**src/rtl/uart_rx.sv**
```systemverilog
// 16x-oversampling UART receiver: 2-flop input synchroniser, start-bit validation, mid-bit sampling.
// Optional even-parity check is compiled in with `define UART_RX_PARITY_EN (adds o_parity_err).
module uart_rx #(
  parameter int DATA_BITS  = 8,
  parameter int STOP_TICKS = 16
) (
  input  logic                 i_clk,
  input  logic                 i_rst,
  input  logic                 i_tick,
  input  logic                 i_rx,
  output logic [DATA_BITS-1:0] o_data,
  output logic                 o_rx_done,
  output logic                 o_frame_err,
  output logic                 o_busy
`ifdef UART_RX_PARITY_EN
  ,
  output logic                 o_parity_err
`endif
);

  // Tick counter must also reach STOP_TICKS-1, e.g. 31 for two stop bits.
  localparam int SW = ($clog2(STOP_TICKS) > 4) ? $clog2(STOP_TICKS) : 4;
  localparam int NW = $clog2(DATA_BITS);

  typedef enum logic [2:0] {
    IDLE,
    START,
    DATA,
    PARITY,
    STOP
  } state_t;

  state_t               state;
  logic                 rx_meta;
  logic                 rx_s;
  logic [SW-1:0]        s;
  logic [NW-1:0]        n;
  logic [DATA_BITS-1:0] b;
`ifdef UART_RX_PARITY_EN
  logic                 par_bit;
`endif

  always_ff @(posedge i_clk or negedge i_rst) begin
    if (!i_rst) begin
      state        <= IDLE;
      rx_meta      <= 1'b1;
      rx_s         <= 1'b1;
      s            <= '0;
      n            <= '0;
      b            <= '0;
      o_data       <= '0;
      o_rx_done    <= 1'b0;
      o_frame_err  <= 1'b0;
      o_busy       <= 1'b0;
`ifdef UART_RX_PARITY_EN
      par_bit      <= 1'b0;
      o_parity_err <= 1'b0;
`endif
    end else begin
      rx_meta   <= i_rx;
      rx_s      <= rx_meta;
      o_rx_done <= 1'b0;

      case (state)
        IDLE: begin
          if (!rx_s) begin
            state  <= START;
            s      <= '0;
            o_busy <= 1'b1;
          end
        end

        START: begin
          if (i_tick) begin
            if (s == SW'(7)) begin
              s <= '0;
              if (!rx_s) begin
                state <= DATA;
                n     <= '0;
              end else begin
                // Line went high again before mid-bit: treat as noise.
                state  <= IDLE;
                o_busy <= 1'b0;
              end
            end else begin
              s <= s + 1'b1;
            end
          end
        end

        DATA: begin
          if (i_tick) begin
            if (s == SW'(15)) begin
              s <= '0;
              b <= {rx_s, b[DATA_BITS-1:1]};
              if (n == NW'(DATA_BITS - 1)) begin
`ifdef UART_RX_PARITY_EN
                state <= PARITY;
`else
                state <= STOP;
`endif
              end else begin
                n <= n + 1'b1;
              end
            end else begin
              s <= s + 1'b1;
            end
          end
        end

`ifdef UART_RX_PARITY_EN
        PARITY: begin
          if (i_tick) begin
            if (s == SW'(15)) begin
              s       <= '0;
              par_bit <= rx_s;
              state   <= STOP;
            end else begin
              s <= s + 1'b1;
            end
          end
        end
`endif

        STOP: begin
          if (i_tick) begin
            if (s == SW'(STOP_TICKS - 1)) begin
              s           <= '0;
              o_data      <= b;
              o_frame_err <= ~rx_s;
`ifdef UART_RX_PARITY_EN
              o_parity_err <= (^b) ^ par_bit;
`endif
              o_rx_done   <= 1'b1;
              o_busy      <= 1'b0;
              state       <= IDLE;
            end else begin
              s <= s + 1'b1;
            end
          end
        end

        default: begin
          state  <= IDLE;
          o_busy <= 1'b0;
        end
      endcase
    end
  end

endmodule

```
**config.mk**
```make
export PLATFORM = sky130hd
export DESIGN_NAME = uart_rx
export DESIGN_NICKNAME = d
export VERILOG_FILES = /design/src/rtl/uart_rx.sv
export SDC_FILE = /design/constraint.sdc
export NUM_CORES = 1
export LEC_CHECK = 0
export ABC_AREA = 1
export CORE_MARGIN = 4
export CORE_UTILIZATION = 60
export CTS_BUF_LIST = sky130_fd_sc_hd__clkbuf_4 sky130_fd_sc_hd__clkbuf_8 sky130_fd_sc_hd__clkbuf_16
export DETAILED_ROUTE_END_ITERATION = 12
export PLACE_DENSITY = 0.87
export SLEW_MARGIN = 0
export SYNTH_ARGS = -nofsm -noshare
export SYNTH_HDL_FRONTEND = slang
export SYNTH_SLANG_ARGS = --single-unit
```
**constraint.sdc**
```tcl
create_clock -name i_clk -period 4.4 [get_ports i_clk]
set_input_delay 0.44 -clock i_clk [delete_from_list [all_inputs] [get_ports i_clk]]
set_output_delay 0.44 -clock i_clk [all_outputs]
set_load 0.02 [all_outputs]
```
; Word-level counts from Yosys, hierarchy flattened
; Index checks and enable logic that the tools add are counted.
; W data, S select, Z words.
[classes]
n_addsub = 2
mul = 0
n_div = 0
magnitude_cmp = 0
n_eq_ne = 18
n_shift = 0
muxes = 33
n_bitwise = 2
n_reduce_logical = 10
[op_table]
columns = op, count
row1 = $mux W3, 14
row2 = $ne A2 B2 Y1 const B, 11
row3 = $mux W4, 5
row4 = $reduce_and A7 Y1, 2
row5 = $pmux W3 S4, 1
row6 = $pmux W4 S3, 1
row7 = $mux W1, 9
row8 = $reduce_and A8 Y1, 1
row9 = $eq A3 B3 Y1 const B, 2
row10 = $pmux W3 S2, 1
row11 = $reduce_and A3 Y1, 2
row12 = $add A4 B1 Y4 const B, 1
row13 = $eq A4 B3 Y1 const B, 1
row14 = $eq A4 B4 Y1 const B, 1
row15 = $pmux W1 S4, 1
row16 = $reduce_and A4 Y1, 1
row17 = $add A3 B1 Y3 const B, 1
row18 = $eq A3 B1 Y1 const B, 1
row19 = $eq A3 B2 Y1 const B, 1
row20 = $logic_not A3 Y1, 1
row21 = $reduce_bool A3 Y1, 1
row22 = $mux W2, 1
row23 = $ne A2 B1 Y1 const B, 1
row24 = $not A1 Y1, 2
row25 = 2 further kinds, 2
[totals]
reg_bits = 31
latch_bits = 0
ram_bits = 0
romBits = 0
out_inout_bits = 11
memories = 0

; Logic depth before layout (Yosys ltp)
[depth]
ltp_word = 5
ltp_mapped = 9
ltp_nobuf = 9

; Worst setup path after synthesis
; Ideal clock, no wire load.
[synth_path]
path_kind = reg-to-reg
start = register s[0]
end = register o_data[5]
setup_time_ps = 118
arrival_time_ps = 1271
required_time_ps = 4282
path_slack_ps = 3011
stages_incl_launch_ff = 10
n_path_buf = 1
synth_period_minus_slack_ps = 1389
path_cell_list = dfrtp_1 ha_1 nand3_2 inv_2 nand2_4 inv_2 nand2_4 buf_12 nand2_1 o21ai_2
[synth_between]
elab_chain_len = 2
[synth_lines]
columns = element, line
row1 = "start, declared", 36  ; logic [SW-1:0] s;
row2 = "start signal, assigned", 86  ; s <= s + 1'b1;
row3 = "start signal, assigned", 106  ; s <= s + 1'b1;
row4 = "start signal, assigned", 138  ; s <= s + 1'b1;
row5 = $eq A4 B4 Y1, 127  ; if (s == SW'(STOP_TICKS - 1)) begin
row6 = $reduce_and A3 Y1 (no source line), --
row7 = "end signal, assigned", 51  ; o_data <= '0;
row8 = "end signal, assigned", 129  ; o_data <= b;
row9 = "end, declared", 11  ; output logic [DATA_BITS-1:0] o_data,
; No other way between the ends.
; A chain may end at the register's enable or synchronous reset.

; Worst setup path after layout
[layout_path]
start = register o_data[6]
end = output port o_data[6]
; No word-level cell between the ends.

==> impl_metrics.yaml <==
route:
  via_count: 1219
  vias_per_cell: 5.32
  drt_iter0_drc: 58
  wl_um: 2880
  wl_per_cell_um: 12.6
  drcViolationCount: 0
  firstDrtPassIters: 4
  drt.antenna.violating_nets: 0
power_and_ir_drop:
  power_density_mw_per_mm2: 377
  finalPower_uw: 682
  peakVddDrop_uv: 311
  swShare_pct: 29.9
  p_int_uw: 478
  seq_power_share_pct: 54.3
  pwr-share-comb_pct: 17.9
  p_switching_uw: 204
  p_clk_share_pct: 27.8
  power_leakage_uw: 0.000959
synthesis:
  seq_area_frac_synth_pct: 49.0
  syn_nets: 186
  synth_warnings: 0
  ys_ff_latch: 31
  ys_types: 25
  postSynthAreaPerCell_um2: 8.88
  mappedNetlistArea_mm2: 0.00159
  syn_inst: 179
floorplanning:
  num_io_pins: 15
  dieWidth_um: 59.5
  rows: 18
  initial_core_util_pct: 63.6
  core_area_mm2: 0.00250
  fp.dieH_um: 59.5
  die_area_mm2: 0.00354
clock_tree:
  cts_max_level: 2
  cts_resized: 0
  clockRootBuffer: "clkbuf_4"
  hold_buffers: 0
  path_clk_slew_ns: 0.09
  cts_setup_buffers: 0
  clkSinkCount: 31
  ctsLongestPathBuffers: 2
  clkLatencyLatePin_ns: 0.32
  cts_buffers: 5
  cts_tree: "done"
placed_design:
  dp_hpwl_um: 2110
  placed_area_mm2: 0.00174
  finalWeightedCongestion: 0.908
  port_buffers: 14
min_path:
  hold_path.class: "reg2reg"
  holdPathStages: 0
worst_setup_path:
  rrSetupSlack_ns: 2.80
  r2r_start: "s[0]"
  cp-endpoint: "o_data[6]"
  crit_start: "o_data[6]"
  timing.rr.end: "n[0]"
  cp-start-kind: "flip-flop"
  reg2reg_depth: 6
  crit_arrival_ns: 1.31
  critPathCaptureType: "output pin"
  critical_path_class: "reg2out"
  path_depth: 1
  path_delay_family: "buffers and inverters"
  critPathSlowestCell: "clkdlybuf4s50_1"
  crit_path_max_incr_delay_ns: 0.61
  critPathMaxFanout: 2
  required_ns: 3.96
  cp_num_buf_inv: 1
  path_cells: "clkdlybuf4s50_1"
sta:
  rsz0062_at_grt: "false"
  post-route-period-util_pct: 39.7
  setup_violations: 0
  slew_headroom_pct: 75.4
  period_minus_slack_ns: 1.75
  finalSetupTns_ns: 0
  fmax_mhz: 573
  drv_slew: 0
  fin_skew_ns: 0.00544
  hold_violations: 0
  worst_pin_slew_ns: 0.369
  fin_worst_hold_slack_ns: 0.363
cells_and_area:
  nNetsFinal: 205
  fin_area_mm2: 0.00181
  final_cell_mix: "nand2_1 (53), dfrtp_1 (29), inv_1 (18)"
  syn2layout_area_growth_pct: 13.8
  drive_gt1_share_pct: 19.6
  layout_commonest_cell: "nand2_1"
  diodes: 0
grt:
  grt_remaining_overflow: 0
  grt_usage_pct: 20.1
  grt_max_degree: 32
  grt_pass1_vias: 1209
  antenna_found_initial: 0
  grt_pass1_wl_um: 5230
run_status:
  status: "complete, no violations"
job:
  max_cap_viol_count: 0
[per-layer routing]
layer | wire length [µm] | part of all wire (%) | GRT usage, %
met1 | 1260 | 44 | 25.0
met3 | 115 | 4.0 | 4.58
met5 | 0 | 0 | 0
met2 | 1460 | 51 | 32.9
met4 | 44 | 1.5 | 9.39
[synth_stat cells]
cell type | n | area share, %
nand3_2 | 3 | 1.9
buf_12 | 1 | 1.3
buf_6 | 1 | 0.71
dfstp_2 | 2 | 3.3
o21bai_1 | 1 | 0.47
nand4_1 | 5 | 2.0
o21a_1 | 1 | 0.47
nor2_8 | 1 | 1.3
o21ai_2 | 11 | 6.1
o21ai_0 | 7 | 2.2
inv_1 | 18 | 4.3
buf_4 | 1 | 0.47
nand2_1 | 53 | 13
nor2_4 | 2 | 1.4
nand3_4 | 1 | 1.1
a21oi_1 | 3 | 0.94
ha_1 | 3 | 2.4
xnor2_1 | 1 | 0.55
nand2_4 | 2 | 1.4
inv_2 | 5 | 1.2
nor2_1 | 8 | 1.9
a31oi_1 | 1 | 0.39
nand2_2 | 3 | 1.2
nand3_1 | 16 | 5.0
dfrtp_1 | 29 | 46
[how the worst min path moves through the flow]
stage                end  slack [ns]     from
global placement    rx_s        0.35  rx_meta
CTS                 rx_s        0.36  rx_meta
finish              rx_s        0.36  rx_meta
floorplan           b[0]        0.14    i_rst
detailed placement  rx_s        0.35  rx_meta
global route        rx_s        0.37  rx_meta
[flip-flops by register name, indices dropped and copies added, names as in the netlist]
register / flops
b: 8
o_data: 8
o_frame_err: 1
n: 3
o_rx_done: 1
o_busy: 1
s: 4
rx_meta: 1
state: 3
rx_s: 1
[final cells by class]
class                   instances  area, µm²
clock buffers                   8       72.6
multi-input cells             122        686
well taps                      30       37.5
repair buffers                 15        148
inverters                      23       86.3
fillers                       187        692
flip-flops and latches         31        778
[through the flow]
stage | setup slack [ns] | util, % | instances
after floorplan | 3.01 | - | 179
final | 2.65 | 72.3 | 229
after global placement | 2.62 | 69.4 | 221
after detailed placement | 2.58 | 69.4 | 221
after CTS | 2.64 | 72.3 | 229
after global routing | 2.59 | 72.3 | 229
[power by group through the flow]
stage	sequential, µW	clock, µW	combinational (µW)
floorplan	357	0	106
global placement	370	0	113
detailed placement	374	0	122
CTS	369	198	124
global route	376	214	144
finish	370	190	122
[logic make-up (layout without fill, tap and decap cells)]
logic type	Yosys count	after routing	share of synthesized area, %
adder cells (fa/ha/maj)	3	3	2.36
flip-flops	31	31	49.0
buffers and inverters	26	46	7.87
XOR/XNOR	1	1	0.551
AND/OR/NAND/NOR	94	94	29.7
AO/OA/AOI/OAI	24	24	10.6
Note: power is estimated with default switching activity, not from simulation.
